**config.mk**
```make
export PLATFORM = sky130hd
export DESIGN_NAME = lc3_control_flat
export DESIGN_NICKNAME = d
export VERILOG_FILES = /design/src/rtl/lc3_control_pkg.sv /design/src/rtl/lc3_control_if.sv /design/src/rtl/lc3_control_mem_wait_timer.sv /design/src/rtl/lc3_control.sv /design/src/flat_wrapper.sv
export SDC_FILE = /design/constraint.sdc
export NUM_CORES = 1
export LEC_CHECK = 0
export ABC_AREA = 1
export BUFFER_PORTS_ARGS = -buffer_cell sky130_fd_sc_hd__buf_2
export CAP_MARGIN = 20
export CORE_MARGIN = 5
export CORE_UTILIZATION = 49
export DETAILED_ROUTE_END_ITERATION = 12
export GPL_ROUTABILITY_DRIVEN = 0
export PLACE_DENSITY_LB_ADDON = 0.3
export RECOVER_POWER = 50
export SLEW_MARGIN = 20
export SYNTH_ARGS = -nofsm -noshare
export SYNTH_HDL_FRONTEND = slang
export SYNTH_SLANG_ARGS = --single-unit
```
**constraint.sdc**
```tcl
create_clock -name Clk -period 2.41 [get_ports Clk]
set_input_delay 0.241 -clock Clk [delete_from_list [all_inputs] [get_ports Clk]]
set_output_delay 0.241 -clock Clk [all_outputs]
set_load 0.01 [all_outputs]
```
**src/rtl/lc3_control_pkg.sv**
```systemverilog
// rtl/lc3_control_pkg.sv - LC-3 control unit package: states, opcodes, mux encodings
package lc3_ctrl_pkg;

   typedef enum logic [4:0] {
      ST_HALTED,
      ST_S18, ST_S33, ST_S35, ST_S32,
      ST_S1, ST_S5, ST_S9,
      ST_S0, ST_S22,
      ST_S12,
      ST_S4, ST_S21,
      ST_S6, ST_S25, ST_S27,
      ST_S7, ST_S23, ST_S16,
      ST_PAUSE_IR1, ST_PAUSE_IR2,
      ST_PAUSE1, ST_PAUSE2
   } lc3_state_t;

   localparam logic [3:0] OP_BR    = 4'b0000;
   localparam logic [3:0] OP_ADD   = 4'b0001;
   localparam logic [3:0] OP_JSR   = 4'b0100;
   localparam logic [3:0] OP_AND   = 4'b0101;
   localparam logic [3:0] OP_LDR   = 4'b0110;
   localparam logic [3:0] OP_STR   = 4'b0111;
   localparam logic [3:0] OP_NOT   = 4'b1001;
   localparam logic [3:0] OP_JMP   = 4'b1100;
   localparam logic [3:0] OP_PAUSE = 4'b1101;

   localparam logic [1:0] PCMUX_PC1  = 2'b00;
   localparam logic [1:0] PCMUX_BUS  = 2'b01;
   localparam logic [1:0] PCMUX_ADDR = 2'b10;

   localparam logic [1:0] ADDR2_ZERO  = 2'b00;
   localparam logic [1:0] ADDR2_OFF6  = 2'b01;
   localparam logic [1:0] ADDR2_OFF9  = 2'b10;
   localparam logic [1:0] ADDR2_OFF11 = 2'b11;

   localparam logic [1:0] ALUK_ADD   = 2'b00;
   localparam logic [1:0] ALUK_AND   = 2'b01;
   localparam logic [1:0] ALUK_NOT   = 2'b10;
   localparam logic [1:0] ALUK_PASSA = 2'b11;

   // States that hold for MEM_WAIT+1 cycles while the SRAM access completes.
   function automatic logic is_wait_state(input lc3_state_t s);
      return (s == ST_S33) || (s == ST_S25) || (s == ST_S16);
   endfunction

endpackage

```
**src/rtl/lc3_control_if.sv**
```systemverilog
// rtl/lc3_control_if.sv - control unit <-> datapath/SRAM signal bundle
interface lc3_control_if;
   logic        Run;
   logic        Continue;
   logic [15:0] IR;
   logic        BEN;

   logic LD_MAR, LD_MDR, LD_IR, LD_BEN, LD_CC, LD_REG, LD_PC;
   logic GatePC, GateMDR, GateALU, GateMARMUX;
   logic DRMUX, SR1MUX, SR2MUX, ADDR1MUX, MIO_EN;
   logic [1:0] PCMUX, ADDR2MUX, ALUK;
   logic Mem_CE, Mem_UB, Mem_LB, Mem_OE, Mem_WE;

   modport master (
      input  Run, Continue, IR, BEN,
      output LD_MAR, LD_MDR, LD_IR, LD_BEN, LD_CC, LD_REG, LD_PC,
      output GatePC, GateMDR, GateALU, GateMARMUX,
      output DRMUX, SR1MUX, SR2MUX, ADDR1MUX, MIO_EN,
      output PCMUX, ADDR2MUX, ALUK,
      output Mem_CE, Mem_UB, Mem_LB, Mem_OE, Mem_WE
   );

   modport slave (
      output Run, Continue, IR, BEN,
      input  LD_MAR, LD_MDR, LD_IR, LD_BEN, LD_CC, LD_REG, LD_PC,
      input  GatePC, GateMDR, GateALU, GateMARMUX,
      input  DRMUX, SR1MUX, SR2MUX, ADDR1MUX, MIO_EN,
      input  PCMUX, ADDR2MUX, ALUK,
      input  Mem_CE, Mem_UB, Mem_LB, Mem_OE, Mem_WE
   );
endinterface

```
**src/rtl/lc3_control_mem_wait_timer.sv**
```systemverilog
// rtl/lc3_control_mem_wait_timer.sv - counts a memory state out to MEM_WAIT+1 cycles
module mem_wait_timer #(
   parameter int unsigned WIDTH    = 3,
   parameter int unsigned MEM_WAIT = 2
) (
   input  logic i_clk,
   input  logic i_rst,
   input  logic i_start,
   output logic o_done
);
   localparam logic [WIDTH-1:0] LP_LAST = WIDTH'(MEM_WAIT);

   logic [WIDTH-1:0] r_count;

   assign o_done = i_start && (r_count == LP_LAST);

   // Clearing whenever the FSM is outside a wait state gives a fresh count on every entry.
   always_ff @(posedge i_clk or posedge i_rst) begin
      if (i_rst) begin
         r_count <= '0;
      end else if (!i_start || o_done) begin
         r_count <= '0;
      end else begin
         r_count <= r_count + 1'b1;
      end
   end
endmodule

```
**src/rtl/lc3_control.sv**
```systemverilog
// rtl/lc3_control.sv - LC-3 Moore control FSM; LC3_PAUSE_EN adds the Continue pause handshake
module lc3_control
   import lc3_ctrl_pkg::*;
#(
   parameter int unsigned MEM_WAIT = 2
) (
   input logic           Clk,
   input logic           Reset,
   lc3_control_if.master bus
);
   lc3_state_t r_state;
   logic       w_wait_active;
   logic       w_wait_done;
   logic       w_unused;

   assign w_wait_active = is_wait_state(r_state);
   assign w_unused      = ^{bus.IR[11:6], bus.IR[4:0]};

   mem_wait_timer #(.WIDTH(3), .MEM_WAIT(MEM_WAIT)) u_timer (
      .i_clk   (Clk),
      .i_rst   (Reset),
      .i_start (w_wait_active),
      .o_done  (w_wait_done)
   );

   always_ff @(posedge Clk or posedge Reset) begin
      if (Reset) begin
         r_state <= ST_HALTED;
      end else begin
         case (r_state)
            ST_HALTED: if (bus.Run) r_state <= ST_S18;
            ST_S18:    r_state <= ST_S33;
            ST_S33:    if (w_wait_done) r_state <= ST_S35;
`ifdef LC3_PAUSE_EN
            ST_S35:    r_state <= ST_PAUSE_IR1;
`else
            ST_S35:    r_state <= ST_S32;
`endif
            ST_PAUSE_IR1: if (bus.Continue)  r_state <= ST_PAUSE_IR2;
            ST_PAUSE_IR2: if (!bus.Continue) r_state <= ST_S32;
            ST_S32: begin
               case (bus.IR[15:12])
                  OP_BR:    r_state <= ST_S0;
                  OP_ADD:   r_state <= ST_S1;
                  OP_AND:   r_state <= ST_S5;
                  OP_NOT:   r_state <= ST_S9;
                  OP_JMP:   r_state <= ST_S12;
                  OP_JSR:   r_state <= ST_S4;
                  OP_LDR:   r_state <= ST_S6;
                  OP_STR:   r_state <= ST_S7;
`ifdef LC3_PAUSE_EN
                  OP_PAUSE: r_state <= ST_PAUSE1;
`endif
                  default:  r_state <= ST_S18;
               endcase
            end
            ST_S0:     r_state <= bus.BEN ? ST_S22 : ST_S18;
            ST_S4:     r_state <= ST_S21;
            ST_S6:     r_state <= ST_S25;
            ST_S25:    if (w_wait_done) r_state <= ST_S27;
            ST_S7:     r_state <= ST_S23;
            ST_S23:    r_state <= ST_S16;
            ST_S16:    if (w_wait_done) r_state <= ST_S18;
            ST_PAUSE1: if (bus.Continue)  r_state <= ST_PAUSE2;
            ST_PAUSE2: if (!bus.Continue) r_state <= ST_S18;
            ST_S1, ST_S5, ST_S9, ST_S22, ST_S12, ST_S21, ST_S27:
                       r_state <= ST_S18;
            default:   r_state <= ST_HALTED;
         endcase
      end
   end

   // Pure state decode, so an asynchronous reset reaches the idle outputs immediately.
   always_comb begin
      bus.LD_MAR     = 1'b0;
      bus.LD_MDR     = 1'b0;
      bus.LD_IR      = 1'b0;
      bus.LD_BEN     = 1'b0;
      bus.LD_CC      = 1'b0;
      bus.LD_REG     = 1'b0;
      bus.LD_PC      = 1'b0;
      bus.GatePC     = 1'b0;
      bus.GateMDR    = 1'b0;
      bus.GateALU    = 1'b0;
      bus.GateMARMUX = 1'b0;
      bus.DRMUX      = 1'b0;
      bus.SR1MUX     = 1'b0;
      bus.SR2MUX     = 1'b0;
      bus.ADDR1MUX   = 1'b0;
      bus.MIO_EN     = 1'b0;
      bus.PCMUX      = PCMUX_PC1;
      bus.ADDR2MUX   = ADDR2_ZERO;
      bus.ALUK       = ALUK_ADD;
      bus.Mem_CE     = 1'b0;
      bus.Mem_UB     = 1'b0;
      bus.Mem_LB     = 1'b0;
      bus.Mem_OE     = 1'b1;
      bus.Mem_WE     = 1'b1;
      case (r_state)
         ST_S18: begin
            bus.GatePC = 1'b1;
            bus.LD_MAR = 1'b1;
            bus.PCMUX  = PCMUX_PC1;
            bus.LD_PC  = 1'b1;
         end
         ST_S33, ST_S25: begin
            bus.MIO_EN = 1'b1;
            bus.Mem_OE = 1'b0;
            bus.LD_MDR = 1'b1;
         end
         ST_S35: begin
            bus.GateMDR = 1'b1;
            bus.LD_IR   = 1'b1;
         end
         ST_S32: bus.LD_BEN = 1'b1;
         ST_S1, ST_S5, ST_S9: begin
            bus.GateALU = 1'b1;
            bus.LD_REG  = 1'b1;
            bus.LD_CC   = 1'b1;
            bus.SR1MUX  = 1'b1;
            bus.SR2MUX  = bus.IR[5];
            bus.ALUK    = (r_state == ST_S1) ? ALUK_ADD :
                          (r_state == ST_S5) ? ALUK_AND : ALUK_NOT;
         end
         ST_S22: begin
            bus.PCMUX    = PCMUX_ADDR;
            bus.ADDR2MUX = ADDR2_OFF9;
            bus.LD_PC    = 1'b1;
         end
         ST_S12: begin
            bus.ADDR1MUX = 1'b1;
            bus.ADDR2MUX = ADDR2_ZERO;
            bus.SR1MUX   = 1'b1;
            bus.PCMUX    = PCMUX_ADDR;
            bus.LD_PC    = 1'b1;
         end
         ST_S4: begin
            bus.GatePC = 1'b1;
            bus.DRMUX  = 1'b1;
            bus.LD_REG = 1'b1;
         end
         ST_S21: begin
            bus.PCMUX    = PCMUX_ADDR;
            bus.ADDR2MUX = ADDR2_OFF11;
            bus.LD_PC    = 1'b1;
         end
         ST_S6, ST_S7: begin
            bus.GateMARMUX = 1'b1;
            bus.ADDR1MUX   = 1'b1;
            bus.ADDR2MUX   = ADDR2_OFF6;
            bus.SR1MUX     = 1'b1;
            bus.LD_MAR     = 1'b1;
         end
         ST_S27: begin
            bus.GateMDR = 1'b1;
            bus.LD_REG  = 1'b1;
            bus.LD_CC   = 1'b1;
         end
         ST_S23: begin
            bus.ALUK    = ALUK_PASSA;
            bus.GateALU = 1'b1;
            bus.LD_MDR  = 1'b1;
         end
         ST_S16: bus.Mem_WE = 1'b0;
         default: ;
      endcase
   end
endmodule

```
**src/flat_wrapper.sv**
```systemverilog
// flat-port wrapper written by rule: the top's interface ports become plain ports
module lc3_control_flat import lc3_ctrl_pkg::*;
#(
   parameter int unsigned MEM_WAIT = 2
)
  (Clk, Reset, bus_Run, bus_Continue, bus_IR, bus_BEN, bus_LD_MAR, bus_LD_MDR, bus_LD_IR, bus_LD_BEN, bus_LD_CC, bus_LD_REG, bus_LD_PC, bus_GatePC, bus_GateMDR, bus_GateALU, bus_GateMARMUX, bus_DRMUX, bus_SR1MUX, bus_SR2MUX, bus_ADDR1MUX, bus_MIO_EN, bus_PCMUX, bus_ADDR2MUX, bus_ALUK, bus_Mem_CE, bus_Mem_UB, bus_Mem_LB, bus_Mem_OE, bus_Mem_WE);
  lc3_control_if bus_i ();
  input logic Clk;
  input logic Reset;
  input wire logic [$bits(bus_i.Run)-1:0] bus_Run;
  input wire logic [$bits(bus_i.Continue)-1:0] bus_Continue;
  input wire logic [$bits(bus_i.IR)-1:0] bus_IR;
  input wire logic [$bits(bus_i.BEN)-1:0] bus_BEN;
  output wire logic [$bits(bus_i.LD_MAR)-1:0] bus_LD_MAR;
  output wire logic [$bits(bus_i.LD_MDR)-1:0] bus_LD_MDR;
  output wire logic [$bits(bus_i.LD_IR)-1:0] bus_LD_IR;
  output wire logic [$bits(bus_i.LD_BEN)-1:0] bus_LD_BEN;
  output wire logic [$bits(bus_i.LD_CC)-1:0] bus_LD_CC;
  output wire logic [$bits(bus_i.LD_REG)-1:0] bus_LD_REG;
  output wire logic [$bits(bus_i.LD_PC)-1:0] bus_LD_PC;
  output wire logic [$bits(bus_i.GatePC)-1:0] bus_GatePC;
  output wire logic [$bits(bus_i.GateMDR)-1:0] bus_GateMDR;
  output wire logic [$bits(bus_i.GateALU)-1:0] bus_GateALU;
  output wire logic [$bits(bus_i.GateMARMUX)-1:0] bus_GateMARMUX;
  output wire logic [$bits(bus_i.DRMUX)-1:0] bus_DRMUX;
  output wire logic [$bits(bus_i.SR1MUX)-1:0] bus_SR1MUX;
  output wire logic [$bits(bus_i.SR2MUX)-1:0] bus_SR2MUX;
  output wire logic [$bits(bus_i.ADDR1MUX)-1:0] bus_ADDR1MUX;
  output wire logic [$bits(bus_i.MIO_EN)-1:0] bus_MIO_EN;
  output wire logic [$bits(bus_i.PCMUX)-1:0] bus_PCMUX;
  output wire logic [$bits(bus_i.ADDR2MUX)-1:0] bus_ADDR2MUX;
  output wire logic [$bits(bus_i.ALUK)-1:0] bus_ALUK;
  output wire logic [$bits(bus_i.Mem_CE)-1:0] bus_Mem_CE;
  output wire logic [$bits(bus_i.Mem_UB)-1:0] bus_Mem_UB;
  output wire logic [$bits(bus_i.Mem_LB)-1:0] bus_Mem_LB;
  output wire logic [$bits(bus_i.Mem_OE)-1:0] bus_Mem_OE;
  output wire logic [$bits(bus_i.Mem_WE)-1:0] bus_Mem_WE;
  assign bus_i.Run = bus_Run;
  assign bus_i.Continue = bus_Continue;
  assign bus_i.IR = bus_IR;
  assign bus_i.BEN = bus_BEN;
  assign bus_LD_MAR = bus_i.LD_MAR;
  assign bus_LD_MDR = bus_i.LD_MDR;
  assign bus_LD_IR = bus_i.LD_IR;
  assign bus_LD_BEN = bus_i.LD_BEN;
  assign bus_LD_CC = bus_i.LD_CC;
  assign bus_LD_REG = bus_i.LD_REG;
  assign bus_LD_PC = bus_i.LD_PC;
  assign bus_GatePC = bus_i.GatePC;
  assign bus_GateMDR = bus_i.GateMDR;
  assign bus_GateALU = bus_i.GateALU;
  assign bus_GateMARMUX = bus_i.GateMARMUX;
  assign bus_DRMUX = bus_i.DRMUX;
  assign bus_SR1MUX = bus_i.SR1MUX;
  assign bus_SR2MUX = bus_i.SR2MUX;
  assign bus_ADDR1MUX = bus_i.ADDR1MUX;
  assign bus_MIO_EN = bus_i.MIO_EN;
  assign bus_PCMUX = bus_i.PCMUX;
  assign bus_ADDR2MUX = bus_i.ADDR2MUX;
  assign bus_ALUK = bus_i.ALUK;
  assign bus_Mem_CE = bus_i.Mem_CE;
  assign bus_Mem_UB = bus_i.Mem_UB;
  assign bus_Mem_LB = bus_i.Mem_LB;
  assign bus_Mem_OE = bus_i.Mem_OE;
  assign bus_Mem_WE = bus_i.Mem_WE;
  lc3_control #(.MEM_WAIT(MEM_WAIT)) u_core (.Clk(Clk), .Reset(Reset), .bus(bus_i));
endmodule
```
# --- Word-level counts from Yosys, hierarchy flattened ---
# Memory sizes are Yosys's and may differ from the RTL's.
# Cells that the tools add are included.
totals:
  regBits: 8
  romBits: 80
  wordCells: 91
  mem_count: 1
op_classes:
  n_addsub: 1
  n_eq_ne: 31
  muxes: 34
  reduce_logical: 22
mem_list:
  columns: ["name", "depth", "width", "read_ports", "rd_ports_with_merged_regs", "write_ports", "line", "rtl"]
  rows:
  - ["(name not given)", 16, 5, 1, 0, 0, "lc3_control.sv:42", "case (bus.IR[15:12])"]
ops:
  columns: ["op", "n"]
  rows:
  - ["5-bit case mux with 17 select lines", 1]
  - ["5-bit by 4-bit equality test with 1-bit output, second input constant", 8]
  - ["5-bit two-way mux", 8]
  - ["5-bit equality test, second input constant", 7]
  - ["5-bit by 3-bit equality test with 1-bit output, second input constant", 4]
  - ["1-bit two-way mux", 18]
  - ["2-bit inequality test, second input constant", 8]
  - ["3-bit OR reduction", 5]
  - ["4-bit OR reduction", 3]
  - ["5-bit by 2-bit equality test with 1-bit output, second input constant", 2]
  - ["8-bit AND reduction", 1]
  - ["2-bit OR reduction", 4]
  - ["7-bit OR reduction", 1]
  - ["2-bit two-way mux", 3]
  - ["2-bit case mux with 3 select lines", 1]
  - ["6-bit OR reduction", 1]
  - ["5-bit by 1-bit equality test with 1-bit output, second input constant", 1]
  - ["5-bit logical NOT", 1]
  - ["5-bit OR reduction", 1]
  - ["4-bit two-way mux", 1]
  - ["2-bit case mux with 2 select lines", 1]
  - ["3-bit by 1-bit adder with 3-bit output, second input constant", 1]
  - ["3-bit by 2-bit equality test with 1-bit output, second input constant", 1]
  - ["1-bit logical OR", 3]
  - ["3 further kinds", 3]

# --- Depth between registers and ports, before layout ---
# Gate-level depths: netlist (run 1).
depth:
  ltp_word: 6
  depth_mapped: 11
  depth_no_buf: 11

# --- By module ---
# A second synthesis (run 1) with hierarchy kept.
unflattened:
  hier_cells: 179
  hier_area_um2: 1076.0
modules_own_cells:
  columns: ["mod", "n_inst", "cells_each", "area_each_um2"]
  rows:
  - ["lc3_control", 1, 160, 915.9]
  - ["mem_wait_timer", 1, 19, 160.2]

# --- Least setup slack after synthesis (run 1) ---
# Ideal clock, no wire load.
synth_path:
  path_kind: "reg-to-output"
  from: "reg u_core.r_state[2]"
  to: "out bus_SR1MUX"
  arrival_ps: 1246
  setup_slack_ps: 923
  stages_incl_launch_ff: 6
  path_buffers: 0
  cell_sequence: "dfrtp_1 nor2_2 nand3_1 nand2_1 inv_1 nand3_1"
synth_via:
  elab_chain_cells: 3
  elab_cells_between_ends: 8
synth_lines:
  columns: ["element", "line", "rtl"]
  rows:
  - ["start: declaration", "lc3_control.sv:11", "lc3_state_t r_state;"]
  - ["start signal: assignment", "lc3_control.sv:57", "ST_S0: r_state <= bus.BEN ? ST_S22 : ST_S18;"]
  - ["5-bit by 4-bit equality test with 1-bit output, or another cell as far along", "lc3_control.sv:99", "case (r_state)"]
  - ["6-bit OR reduction (no line) (*)", null, null]
  - ["1-bit two-way mux (*)", "lc3_control.sv:99", null]
  - ["end: declaration", "flat_wrapper.sv:26", "output wire logic [$bits(bus_i.SR1MUX)-1:0] bus_SR1MUX;"]
# Mark *: on every way between the ends. The rest lies on a longest branch, timed or not.

# --- Final worst setup path (run 1) ---
# Same ends and word-level chain as after synthesis.

==> results.cfg, run 1 <==
[outcome]
status = completed

[worst_setup_path]
crit_chain = nor2_2, nand3_1, nand2_1, inv_1, nand3_1, buf_2
cpPeakStageDelay_ns = 0.47
r2r_end = u_core.r_state[0]
crit_top_cell = nand3_1
crit_path_start_kind = flip-flop
cp_max_fo = 9
arrival_ns = 1.72
critPathCapture = bus_SR1MUX
end_kind = output pin
regToRegSetupSlack_ns = 0.63
critical_path.slowest_cell = dfrtp_1
timing.rr.start = u_core.r_state[4]
critPathBufInv = 2
worstSetupPathType = reg -> out
crit_path_start = u_core.r_state[2]
reg2regPathDepth = 8
path_depth = 6
critPathTopFamily = simple AND/OR/NAND/NOR gates
crit_required_ns = 2.17

[drt]
vias = 1091
dr.pass1.iters = 4
drt_wl_total_um = 2320
route.top_layer_used = met4
remaining_drc_errors = 0
drt_iter0_drc = 18
met1_length_um = 1060
wl_met3_um = 159
ant_nets = 0
wire_per_inst_um = 10.0
via_per_inst = 4.70
wl_met2_um = 1060

[yosys]
ys_ff_latch = 8
synth_top_area_cell = nand2_1
synth-seq-area-share_pct = 20.2
yosys_warnings = 0
synthCells = 172
synth.avg_cell_area_um2 = 5.77
synth_top_area_share_pct = 21.2
synth_area_um2 = 992
ys_types = 21
synth_area_leaders = nand2_1 21%, dfrtp_1 20%, inv_1 11%

[clock_network]
cts_resized = 0
clock_latency_ns = 0.25
clkTransAtPathRegs_ns = 0.05
hold_buffers = 1
post-cts-setup-buffer-count = 0
htreeDepth = 1
clk_path_buf_depth = 2
cts_buffers = 3
cts_num_sinks = 8
ctsRootBufferMaster = clkbuf_4
cts_tree = built

[sta]
slew_headroom_pct = 62.8
hold_violations = 0
worst_hold_slack_ns = 0.271
tns_ns = 0
rsz0062_at_grt = false
max_freq_ghz = 0.509
worst_pin_slew_ns = 0.552
finalSetupViolCount = 0
final.setup_skew_ns = 0.00330
post-route-min-period_ns = 1.97
slew_violations = 0
period_share_pct = 81.5

[pwr]
ir_worst_vdd_mv = 0.488
p_leak_nw = 0.810
p_per_area_nw_per_um2 = 853

[hold_path]
hold_depth = 3
hold_class = in -> reg

[cells_and_area]
final_common_cell = nand2_1
fin_nets = 234
area_delta_synth_final_pct = 19.0
mostFrequentLayoutCells = 56 x nand2_1, 30 x buf_2, 28 x inv_1, 23 x nor2_1, 16 x nand3_1
layout.cells.non_filler = 232
fillers = 200
n_antenna_cell = 0
drive_above_1_share_pct = 22.0

[global_route]
grt_max_degree = 15
grt_pass1_wl_um = 3560
grt_pass1_vias = 871
grt_overflow_total = 0
antenna_found_initial = 0
track_usage_pct = 16.1

[placement]
port_buffers = 32
place_inst = 228
hpwl_um = 1950

[floorplanning]
design.die.area_um2 = 3030
start_util_pct = 51.1
rows = 16
die_w_um = 55
die_y_um = 55
io_pins = 48
core-area_um2 = 1940

[job]
maxCapViolCount = 0
cells in the mapped netlist:
master   number
buf_4         4
a21oi_1       3
nand2_4       1
ha_1          6
nand4_1       3
o21ai_0       7
nand3_2       2
nand2_1      56
buf_2         2
nor2_1       22
nor3_1        1
nand3_1      16
dfrtp_1       8
nor2_4        3
o21ai_2       1
inv_2         2
nand2_2       2
xnor2_1       1
conb_1        1
inv_1        28
nor2_2        3
stage by stage:
step / setup slack (ns) / utilization [%] / instance area [um^2] / power [mW]
after global placement: 0.725 / 59.6 / 1160 / 0.913
final: 0.445 / 60.8 / 1180 / 1.01
after detailed placement: 0.727 / 59.6 / 1160 / 0.922
after floorplan: 0.923 / - / 1000 / 0.720
after CTS: 0.454 / 61.3 / 1190 / 1.03
after global routing: 0.281 / 60.8 / 1180 / 1.12
power by group:
part | leakage [nW] | internal, mW | switching, mW | total, mW
Clock | 0.0138 | 0.0566 | 0.0401 | 0.0967
Combinational | 0.689 | 0.231 | 0.456 | 0.687
Sequential | 0.107 | 0.171 | 0.0525 | 0.224
flip-flops by register name, indices dropped and copies added (netlist names):
register,count
u_core.r_state,5
u_core.u_timer.r_count,3
cells by family after synthesis:
group	after synthesis	share of synthesized area (%)
compound gates	11	5.93
xor+xnor	1	0.883
fa+ha+maj	6	7.57
buf+inv	36	15.4
flops	8	20.2
other cells	1	0.378
simple gates	109	49.7
worst min-delay path, cell delays in order:
cell and delay, ns:
buf_2 0.08, nand3_1 0.08, nand3_1 0.08
layer usage:
| metal | vias up | global-route usage (%) |
|---|---|---|
| li1 | 584 | - |
| met2 | 29 | 27.2 |
| met4 | 0 | 5.26 |
| met5 | - | 0 |
| met3 | 4 | 1.61 |
| met1 | 474 | 21.4 |
cell type report:
cell class / instances / area [um^2] / share of cell area (%)
well taps: 27 / 33.8 / 2.86
repair buffers: 33 / 168 / 14.2
clock buffers: 3 / 22.5 / 1.91
inverters: 30 / 113 / 9.53
flip-flops and latches: 8 / 200 / 16.9
multi-input cells: 131 / 644 / 54.6
worst min-delay path by stage:
stage | slack, ns | end | start
final | 0.27 | u_core.r_state[3] | bus_BEN
after floorplan | 0.06 | u_core.r_state[0] | Reset
after global placement | 0.19 | u_core.u_timer.r_count[0] | Reset
after CTS | 0.27 | u_core.r_state[3] | bus_BEN
after global routing | 0.28 | u_core.r_state[3] | bus_BEN
after detailed placement | 0.20 | u_core.u_timer.r_count[0] | Reset
(Power assumes the default switching activity.)
==> run 2: changes to the inputs <==
CORE_UTILIZATION = 41   (was 49)
clock period = 1.7 ns   (was 2.41 ns; I/O delays follow)
==> results.cfg, run 2 (synthesis results as in run 1) <==
[worst_setup_path]
crit_required_ns = 1.53
critical_path.slowest_cell = dfrtp_2
cpPeakStageDelay_ns = 0.46
arrival_ns = 1.51
reg2regPathDepth = 11
end_kind = output pin
crit_path_start_kind = flip-flop
crit_chain = inv_2, nor2_4, buf_4, nand2_2, nand2_2, a21oi_4, nand3_1, buf_2
worstSetupPathType = reg -> out
crit_top_cell = nand2_2
cp_max_fo = 5

[sta]
post-route-min-period_ns = 1.68
slew_violations = 0
finalSetupViolCount = 0
hold_violations = 0
worst_hold_slack_ns = 0.216
period_share_pct = 99.1
tns_ns = 0
max_freq_ghz = 0.594
layout_setup_ws_ns = 0.0157
rsz0062_at_grt = true
final.setup_skew_ns = 0.00243

[placement]
dp_slack_ns = 0.0841
port_buffers = 32
hpwl_um = 2140

[drt]
drt_wl_total_um = 2910
drt_iter0_drc = 60
via_per_inst = 4.95
wire_per_inst_um = 12.0
ant_nets = 0
remaining_drc_errors = 0
vias = 1202
dr.pass1.iters = 4

[global_route]
grt_pass1_vias = 1025
grt_overflow_total = 0
antenna_found_initial = 0
track_usage_pct = 14.7
grt_max_degree = 15
grt_pass1_wl_um = 4200

[floorplanning]
die_y_um = 59.2
die_w_um = 59.2
start_util_pct = 44.0
core-area_um2 = 2250
io_pins = 48
rows = 17
design.die.area_um2 = 3500

[clock_network]
cts_buffers = 3
cts_num_sinks = 8
clkTransAtPathRegs_ns = 0.05
htreeDepth = 1
clock_latency_ns = 0.25
ctsRootBufferMaster = clkbuf_4
clk_path_buf_depth = 2
cts_tree = built

[cells_and_area]
top_regs = u_core.r_state (5), u_core.u_timer.r_count (3)
seqCellArea_um2 = 206
drive_above_1_share_pct = 39.5
fillers = 242
regMostFlops = u_core.r_state
area_delta_synth_final_pct = 37.3
n_antenna_cell = 0
final_common_cell = nand2_1
mostFrequentLayoutCells = 49 x nand2_1, 32 x buf_2, 25 x inv_1, 15 x nand3_1, 14 x nor2_1
largest_reg_flops = 5
multi_input_area_um2 = 728
final_core_util_pct = 60.4
fin_nets = 244

[pwr]
ir_worst_vdd_mv = 0.752
p_leak_nw = 0.863
p_total_mw = 1.74
p_per_area_nw_per_um2 = 1280

[outcome]
status = completed

[hold_path]
hold_class = in -> reg
hold_depth = 3

[job]
maxCapViolCount = 0
==> run 2: changes by cell type in the layout (fill, tap and decap cells not counted), moves of 7 or more <==
cell / before / now
nand2_1: 56 / 49
buf_4: 0 / 8
nor2_1: 23 / 14
nand2_2: 2 / 9
==> run 2: repair_timing <==
item	CTS	global route
hold buffers	1	0
endpoints found under the hold margin	8	0
pin swaps	0	7
buffers inserted	0	8
endpoints found under the setup margin	9	17
gates resized for setup	6	26
==> run 2: layout make-up <==
| cell class | count | area share (%) |
|---|---|---|
| clock buffers | 3 | 1.65 |
| well taps | 28 | 2.57 |
| inverters | 30 | 8.26 |
| repair buffers | 43 | 18.9 |
| multi-input cells | 131 | 53.4 |
| flip-flops and latches | 8 | 15.2 |
==> run 2: power breakdown <==
part,internal (mW),switching [mW]
registers,0.250,0.0744
clock network,0.0807,0.0640
logic,0.474,0.796
==> run 2: critical path: cells and delay by family (launching register included) <==
kind / cells / cell delay [ns]
simple gates: 4 / 0.28
compound gates: 1 / 0.14
buf+inv: 3 / 0.38
flops: 1 / 0.46
==> run 2: path summary, 6_finish.rpt <==
check                                           from                        end  slack, ns
setup / recovery                   u_core.r_state[2]                 bus_SR1MUX       0.02
hold / removal                               bus_BEN          u_core.r_state[3]       0.22
setup reg to reg                   u_core.r_state[1]          u_core.r_state[2]       0.15
hold reg to reg            u_core.u_timer.r_count[0]  u_core.u_timer.r_count[0]       0.47
max in group asynchronous                      Reset          u_core.r_state[2]       1.06
min in group asynchronous                      Reset          u_core.r_state[4]       0.39
==> run 2: per-stage QoR <==
| step | area, um^2 | std cells |
|---|---|---|
| finish | 1360 | 243 |
| global route | 1360 | 243 |
| CTS | 1220 | 235 |
| detailed placement | 1170 | 231 |
| global placement | 1170 | 231 |
| floorplan | 1000 | 175 |
==> run 2: metal layers <==
layer / track usage (%) / part of all wire [%] / wire [um]
met1: 19.8 / 44 / 1280
met2: 24.6 / 48 / 1410
met3: 0.871 / 6.7 / 194
met4: 5.18 / 0.79 / 23
met5: 0 / 0 / 0
==> run 3: changes to the inputs <==
PLACE_DENSITY = 0.75   (was default)
PLACE_DENSITY_LB_ADDON = default   (was 0.3)
==> results.cfg, run 3 (synthesis results as in run 1) <==
[clock_network]
cts_buffers = 3
ctsRootBufferMaster = clkbuf_4
cts_num_sinks = 8
clkTransAtPathRegs_ns = 0.06
htreeDepth = 1
clk_path_buf_depth = 2
cts_tree = built
clock_latency_ns = 0.26

[sta]
hold_violations = 0
finalSetupViolCount = 0
worst_hold_slack_ns = 0.182
max_freq_ghz = 0.597
layout_setup_ws_ns = 0.0259
rsz0062_at_grt = true
period_share_pct = 98.5
post-route-min-period_ns = 1.67
slew_violations = 0
final.setup_skew_ns = 0.00850

[floorplanning]
start_util_pct = 44.0
io_pins = 48
die_w_um = 59.2
design.die.area_um2 = 3500
core-area_um2 = 2250
die_y_um = 59.2
rows = 17

[global_route]
grt_max_degree = 13
grt_overflow_total = 0
grt_pass1_vias = 935
grt_pass1_wl_um = 4000
antenna_found_initial = 0
track_usage_pct = 14.6

[drt]
remaining_drc_errors = 0
dr.pass1.iters = 4
ant_nets = 0
via_per_inst = 4.74
drt_iter0_drc = 56
drt_wl_total_um = 3030
vias = 1181
wire_per_inst_um = 12.2

[cells_and_area]
n_antenna_cell = 0
final_common_cell = nand2_1
largest_reg_flops = 5
regMostFlops = u_core.r_state
layout.cells.non_filler = 249
area_delta_synth_final_pct = 43.1
drive_above_1_share_pct = 38.9
mostFrequentLayoutCells = 51 x nand2_1, 32 x buf_2, 27 x inv_1, 15 x nor2_1, 14 x nand3_1
top_regs = u_core.r_state (5), u_core.u_timer.r_count (3)
final_area_um2 = 1420
fin_nets = 250

[pwr]
p_comb_share_pct = 73.7
p_leak_nw = 0.902
p_switching_uw = 939
clkPwrFrac_pct = 7.9
p_int_uw = 872
seq_power_share_pct = 18.4
p_sw_share_pct = 51.8
p_per_area_nw_per_um2 = 1280
ir_worst_vdd_mv = 0.853

[worst_setup_path]
crit_required_ns = 1.53
reg2regPathDepth = 9
end_kind = output pin
cp_max_fo = 5
regToRegSetupSlack_ns = 0.11
worstSetupPathType = reg -> out
r2r_end = u_core.r_state[0]
arrival_ns = 1.50
crit_path_start_kind = flip-flop
timing.rr.start = u_core.r_state[4]

[placement]
place_inst = 232
dp_slack_ns = 0.152
port_buffers = 32
place_area_um2 = 1180
hpwl_um = 2130

[outcome]
status = completed

[hold_path]
min_to = u_core.r_state[3]
hp-start = bus_BEN
hold_class = in -> reg
hold_depth = 3

[job]
maxCapViolCount = 0
==> run 3: metrics by stage <==
stage | TNS [ns] | power (mW) | util [%]
after floorplan | 0 | 1.02 | -
after global placement | 0 | 1.33 | 52.4
after detailed placement | 0 | 1.35 | 52.4
after CTS | 0 | 1.53 | 54.8
after global routing | -0.279 | 1.96 | 63.0
final | 0 | 1.81 | 63.0
==> run 3: worst max-delay path, cell delays in order (launching register included) <==
cell	delay, ns
dfrtp_2	0.44
inv_2	0.08
nand2_1	0.10
nor2_4	0.19
nand2_1	0.11
nand2_2	0.08
inv_1	0.06
nand3_1	0.07
buf_2	0.13
==> run 3: timing repair <==
item / 4_1_cts / 5_1_grt
resized for setup: 7 / 22
hold endpoints to repair: 8 / 0
pin swaps: 0 / 4
setup buffers: 0 / 13
hold buffers: 1 / 0
setup endpoints to repair: 9 / 18
gates cloned: 0 / 0
==> run 3: layer usage <==
metal	routed length, um	part of all wire (%)	global-route usage [%]
met5	0	0	0
met1	1240	41	19.0
met4	6	0.20	2.91
met2	1550	51	24.8
met3	234	7.7	2.83
==> run 3: cell type report <==
class / count / area [um^2]
Inverter: 30 / 113
Fill cell: 216 / 835
Timing Repair Buffer: 49 / 319
Sequential cell: 8 / 206
Tap cell: 28 / 35.0
Clock buffer: 3 / 22.5
Multi-Input combinational cell: 131 / 724
==> run 3: worst max-delay path by stage <==
stage | from | to | slack (ns) | depth (start not counted)
2_1_floorplan | u_core.r_state[2] | bus_SR1MUX | 0.28 | 5
3_3_place_gp | u_core.r_state[0] | u_core.r_state[0] | 0.15 | 10
3_5_place_dp | u_core.r_state[1] | bus_SR2MUX | 0.15 | 8
4_1_cts | u_core.r_state[1] | bus_SR2MUX | 0.009 | 9
5_1_grt | u_core.r_state[1] | bus_SR1MUX | -0.06 | 8
6_report | u_core.r_state[1] | bus_SR1MUX | 0.03 | 8
==> run 3: power groups by stage <==
stage / combinational [mW] / clock [mW] / sequential [mW]
finish: 1.33 / 0.143 / 0.333
global route: 1.47 / 0.151 / 0.338
CTS: 1.06 / 0.145 / 0.322
detailed placement: 1.03 / 0 / 0.317
global placement: 1.02 / 0 / 0.314
floorplan: 0.726 / 0 / 0.295
